<file path="config.mk">
export PLATFORM = sky130hd
export DESIGN_NAME = mbgd_grad_accum
export DESIGN_NICKNAME = d
export VERILOG_FILES = /design/src/rtl/mbgd_grad_accum.sv
export SDC_FILE = /design/constraint.sdc
export NUM_CORES = 2
export LEC_CHECK = 0
export CAP_MARGIN = 25
export CORE_MARGIN = 3
export CORE_UTILIZATION = 55
export CTS_CLUSTER_DIAMETER = 150
export DETAILED_ROUTE_END_ITERATION = 12
export MAX_ROUTING_LAYER = met4
export PLACE_DENSITY = 0.75
export REMOVE_ABC_BUFFERS = 1
export SLEW_MARGIN = 20
export SYNTH_ARGS = -nofsm -noshare
export SYNTH_HDL_FRONTEND = slang
export SYNTH_SLANG_ARGS = --single-unit
</file>
<file path="constraint.sdc">
create_clock -name clk -period 13.9 [get_ports clk]
set_clock_uncertainty 0.1 [all_clocks]
set_input_delay 2.78 -clock clk [delete_from_list [all_inputs] [get_ports clk]]
set_output_delay 2.78 -clock clk [all_outputs]
set_load 0.1 [all_outputs]
</file>
<file path="src/rtl/mbgd_grad_accum.sv">
`default_nettype none
// +--------------------------------------------------------------------------+
// | mbgd_grad_accum : per-lane err*x product accumulation over a mini-batch    |
// | Revision 1.0                                                               |
// +--------------------------------------------------------------------------+
module mbgd_grad_accum #(
  parameter int N        = 8,
  parameter int DW       = 8,
  parameter int BATCH    = 4,
  parameter int CNT_W    = 8,
  parameter int ACC_W    = 24,
  parameter int LR_SHIFT = 0
) (
  input  logic               clk,
  input  logic               reset,
  input  logic               clear,
  input  logic [N*DW-1:0]    err,
  input  logic [N*DW-1:0]    x,
  input  logic               in_valid,
  output logic               in_ready,
  output logic [N*ACC_W-1:0] grad,
  output logic               out_valid,
  input  logic               out_ready
);

  localparam logic [CNT_W-1:0] c_last = CNT_W'(BATCH - 1);
  localparam int               c_pw   = 2 * DW;

  typedef enum logic [1:0] {
    ST_ACCUM = 2'd0,
    ST_DRAIN = 2'd1,
    ST_DONE  = 2'd2
  } state_t;

  state_t           r_state;
  logic [CNT_W-1:0] r_cnt;
  logic             r_in_ready;
  logic             r_out_valid;
  logic             r_p_valid;

  logic w_accept;
  logic w_release;

  assign w_accept  = in_valid && r_in_ready;
  assign w_release = r_out_valid && out_ready;

  assign in_ready  = r_in_ready;
  assign out_valid = r_out_valid;

  // Control FSM; in_ready/out_valid are registered alongside the state.
  always_ff @(posedge clk or posedge reset) begin
    if (reset) begin
      r_state     <= ST_ACCUM;
      r_cnt       <= '0;
      r_in_ready  <= 1'b1;
      r_out_valid <= 1'b0;
      r_p_valid   <= 1'b0;
    end else if (clear) begin
      r_state     <= ST_ACCUM;
      r_cnt       <= '0;
      r_in_ready  <= 1'b1;
      r_out_valid <= 1'b0;
      r_p_valid   <= 1'b0;
    end else begin
      r_p_valid <= w_accept;
      case (r_state)
        ST_ACCUM: begin
          if (w_accept) begin
            if (r_cnt == c_last) begin
              r_cnt      <= '0;
              r_state    <= ST_DRAIN;
              r_in_ready <= 1'b0;
            end else begin
              r_cnt <= r_cnt + CNT_W'(1);
            end
          end
        end
        ST_DRAIN: begin
          r_state     <= ST_DONE;
          r_out_valid <= 1'b1;
        end
        ST_DONE: begin
          if (w_release) begin
            r_state     <= ST_ACCUM;
            r_out_valid <= 1'b0;
            r_in_ready  <= 1'b1;
          end
        end
        default: begin
          r_state     <= ST_ACCUM;
          r_cnt       <= '0;
          r_in_ready  <= 1'b1;
          r_out_valid <= 1'b0;
        end
      endcase
    end
  end

  for (genvar i = 0; i < N; i++) begin : g_lane
    logic signed [c_pw-1:0]  w_err_ext;
    logic signed [c_pw-1:0]  w_x_ext;
    logic signed [ACC_W-1:0] w_prod_ext;
    logic signed [ACC_W-1:0] w_shifted;
    logic signed [c_pw-1:0]  r_prod;
    logic signed [ACC_W-1:0] r_acc;

    // Operands widened first so the product is formed at full 2*DW precision.
    assign w_err_ext  = {{DW{err[i*DW+DW-1]}}, err[i*DW +: DW]};
    assign w_x_ext    = {{DW{x[i*DW+DW-1]}}, x[i*DW +: DW]};
    assign w_prod_ext = {{(ACC_W-c_pw){r_prod[c_pw-1]}}, r_prod};
    assign w_shifted  = r_acc >>> LR_SHIFT;

    always_ff @(posedge clk or posedge reset) begin
      if (reset) begin
        r_prod <= '0;
        r_acc  <= '0;
      end else if (clear) begin
        r_prod <= '0;
        r_acc  <= '0;
      end else begin
        if (w_accept) begin
          r_prod <= w_err_ext * w_x_ext;
        end
        if (w_release) begin
          r_acc <= '0;
        end else if (r_p_valid) begin
          r_acc <= r_acc + w_prod_ext;
        end
      end
    end

    assign grad[i*ACC_W +: ACC_W] = r_out_valid ? w_shifted : '0;
  end

endmodule
`default_nettype wire

</file>
==> results.md <==
- Initial antenna violation count: 2
- Final hold viol count: 0
- Final worst setup slack: about 7 ns
- EDFF count, synth: 0
- Slew @ Worst Pin: between 1 and 1.5 ns
- RSZ-0062 raised after global routing: no
- Footprint of the multi-input gates: roughly 30,000 sq um
- Avg Synthesized Cell Area: between 9 and 10 sq um
- Overall power: 6.32 mW
- Worst path arrival time: ~7.4 ns
- Number of fill cells in the layout: roughly 6,300
- TritonCTS Buffers: 42
- Final Cycle Share: 0.507
- Fraction of layout cells with a size suffix above 1: 0.0279
- Yosys warns: 0
- Die H: 281 um
- Outcome: completed
- Crit path buf inv count: 6
- Critical Path RT: 14.21 ns
- Per-cell routed wire length: approximately 17 um
- Via/cell ratio: 5.45
- FFs w/ async S/R, synth: 1.00
- Vias: 32,075
- PostCTS Resize Cnt: 0
- Core ar.: 74,800 sq um
- Setup TNS: 0 ns
- Synth Flop Type: dfrtp_1
- Max-Cap Viols: 0
- Cts hold-fix bufs: 0
- Synth top area share: 0.215
- Startpoint types: input pin
- Cell repeated most along the worst path: inv_1
- Clk slew on worst S/H paths: around 0.060 ns
- Total grt overflow: 0
- DRT Pass-1 Iters: 7
- Die area: about 79,000 sq um
- DR iter-0 viols: between 1,500 and 2,000
- Total leakage power: about 23 nW
- Final Util: 0.635
- CTS Sinks: 333
- Initial core utilization: 0.558
- Clock Tree Buf Depth: 3
- Sequential share of the synthesized area: 0.200
- Final nets: slightly below 6,000
- Synth top area cells: fa_1, dfrtp_1, ha_1
- Minimum clock period: approximately 7.0 ns
- Pins over their slew limit: 0
- CTS root buf: clkbuf_16
- H-tree levels: 2
- FF+latch count, synth: ~330
- Family with the most delay on the worst path: adder cells
- Vias in the first global route: between 30,000 and 40,000
- First-pass GRT wire length: ~160,000 um
- Die Span X: approximately 280 um
- Synth unique cells: 80
- Pin count of the biggest net entering global routing: between 150 and 200
- Hold Slack: between 0.3 and 0.4 ns
- Post-Syn Area: 41,700 sq um
- Worst skew pair latency: 0.58 ns
- Slew headroom: 0.260
- Crit-path cells: clkdlybuf4s50_1 -> and2_1 -> fa_1 -> inv_1 -> fa_1 -> inv_1 -> fa_1 -> inv_1 -> fa_1 -> inv_1 -> ha_1 -> inv_1 -> o21bai_1 -> a21o_1 -> a21oi_1 -> o21ai_1 -> o41ai_1 -> xnor2_1 -> o21ai_0
- Cells after Synth: 4,598
- Setup Buffers After CTS: 0
- CTS tree: yes
- IO Count: 327
- Largest fanout on the critical path: 8
- Total track usage: 0.261
- Min-delay worst type: flop to flop
- Pwr Density: roughly 130 nW/um^2
- HPWL Detailed: between 70,000 and 80,000 um
- CP max stage delay: about 0.55 ns
- Slowest CP cell: fa_1
- Placer Congestion: just under 0.9
- Worst vdd ir: 90.5 uV
- # DRC: 0
- Std-Cell Rows: 100
- Post-DRT Antenna Nets: 0
- Top-count cell post-synth: inv_1
- Register area: approximately 8300 sq um
- Setup WS pre-CTS: ~6.3 ns
- Yosys top cell by area: fa_1
- Setup crit end kind: flop
- Final WL: just under 100,000 um
- I/O Buffers: around 330
- Final setup violation count: 0
- Maximum clock frequency: 142 MHz
- Area Growth Syn to Fin: 13.9%
- Top cells by count, synth: inv_1, and2_1, fa_1, ha_1, dfrtp_1
- Critical Setup Path Class: input pin to flop
-- area by class of cell --
| cell class | count | area share |
|---|---|---|
| clock buffers | 56 | 0.0249 |
| inverters | 719 | 0.0569 |
| flip-flops and latches | 333 | 0.175 |
| well taps | 969 | 0.0255 |
| repair buffers | 343 | 0.0732 |
| multi-input cells | 3445 | 0.639 |
| clock inverters | 17 | 0.00508 |
| diodes | 1 | 0.0000526 |
-- layout by cell type, fill, tap and decap left out, types with 59 or more instances in the layout --
| cell type | instances |
|---|---|
| inv_1 | 715 |
| and2_1 | 539 |
| fa_1 | 448 |
| ha_1 | 421 |
| dfrtp_1 | 330 |
| clkdlybuf4s50_1 | 323 |
| nand2_1 | 299 |
| nor2_1 | 237 |
| xnor2_1 | 219 |
| a21oi_1 | 208 |
| o21ai_0 | 190 |
| mux2i_1 | 106 |
| a21o_1 | 87 |
| o21bai_1 | 74 |
| nor2b_1 | 59 |
-- where the power goes --
| part | internal, mW | switching (mW) |
|---|---|---|
| sequential | 1.13 | 0.168 |
| combinational | 1.69 | 2.19 |
| clock | 0.707 | 0.447 |
| total | 3.52 | 2.80 |
-- logic make-up after synthesis --
group | Yosys count | synth area share
compound gates | 825 | 0.129
flops | 333 | 0.200
buf+inv | 820 | 0.0737
xor+xnor | 273 | 0.0573
fa+ha+maj | 869 | 0.341
simple gates | 1362 | 0.171
mux | 116 | 0.0281
-- tightest hold or removal path, stage by stage (launching register included) --
cell,delay [ns]
dfrtp_1,0.35
nand2_1,0.05
o21ai_0,0.06
-- metrics by stage --
| stage | area, sq um | instances |
|---|---|---|
| 2_1_floorplan | 41400 | 4497 |
| 3_3_place_gp | 46000 | 5805 |
| 3_5_place_dp | 46100 | 5807 |
| 4_1_cts | 47500 | 5880 |
| 5_1_grt | 47500 | 5883 |
| 6_report | 47500 | 5883 |
-- registers in the layout, indices dropped and copies added, names as in the netlist --
register       cells
out_valid          1
g_lane.r_prod    128
r_state            2
g_lane.r_acc     192
in_ready           1
r_cnt              8
r_p_valid          1
-- worst paths after layout --
path | from | endpoint | slack (ns) | cells past startpoint
max reg2reg | out_valid$_DFFE_PP0P_ | g_lane[5].r_acc[22]$_DFFE_PP0P_ | 9.92 | 5
max in group asynchronous | reset | g_lane[1].r_acc[23]$_DFFE_PP0P_ | 9.26 | 4
min | g_lane[7].r_prod[11]$_DFFE_PP0P_ | g_lane[7].r_prod[11]$_DFFE_PP0P_ | 0.39 | 2
max | err[37] | g_lane[4].r_prod[15]$_DFFE_PP0P_ | 6.86 | 19
min reg2reg | g_lane[7].r_prod[11]$_DFFE_PP0P_ | g_lane[7].r_prod[11]$_DFFE_PP0P_ | 0.39 | 2
min in group asynchronous | reset | g_lane[1].r_prod[0]$_DFFE_PP0P_ | 2.57 | 2
-- layer usage --
layer | vias to the layer above | part of all wire | global-route usage
li1 | 15599 | - | -
met1 | 15698 | 0.45 | 0.346
met2 | 636 | 0.47 | 0.426
met3 | 142 | 0.049 | 0.0311
met4 | 0 | 0.032 | 0.0761
met5 | - | 0 | -
No activity file was read; power rests on OpenSTA's default activity.
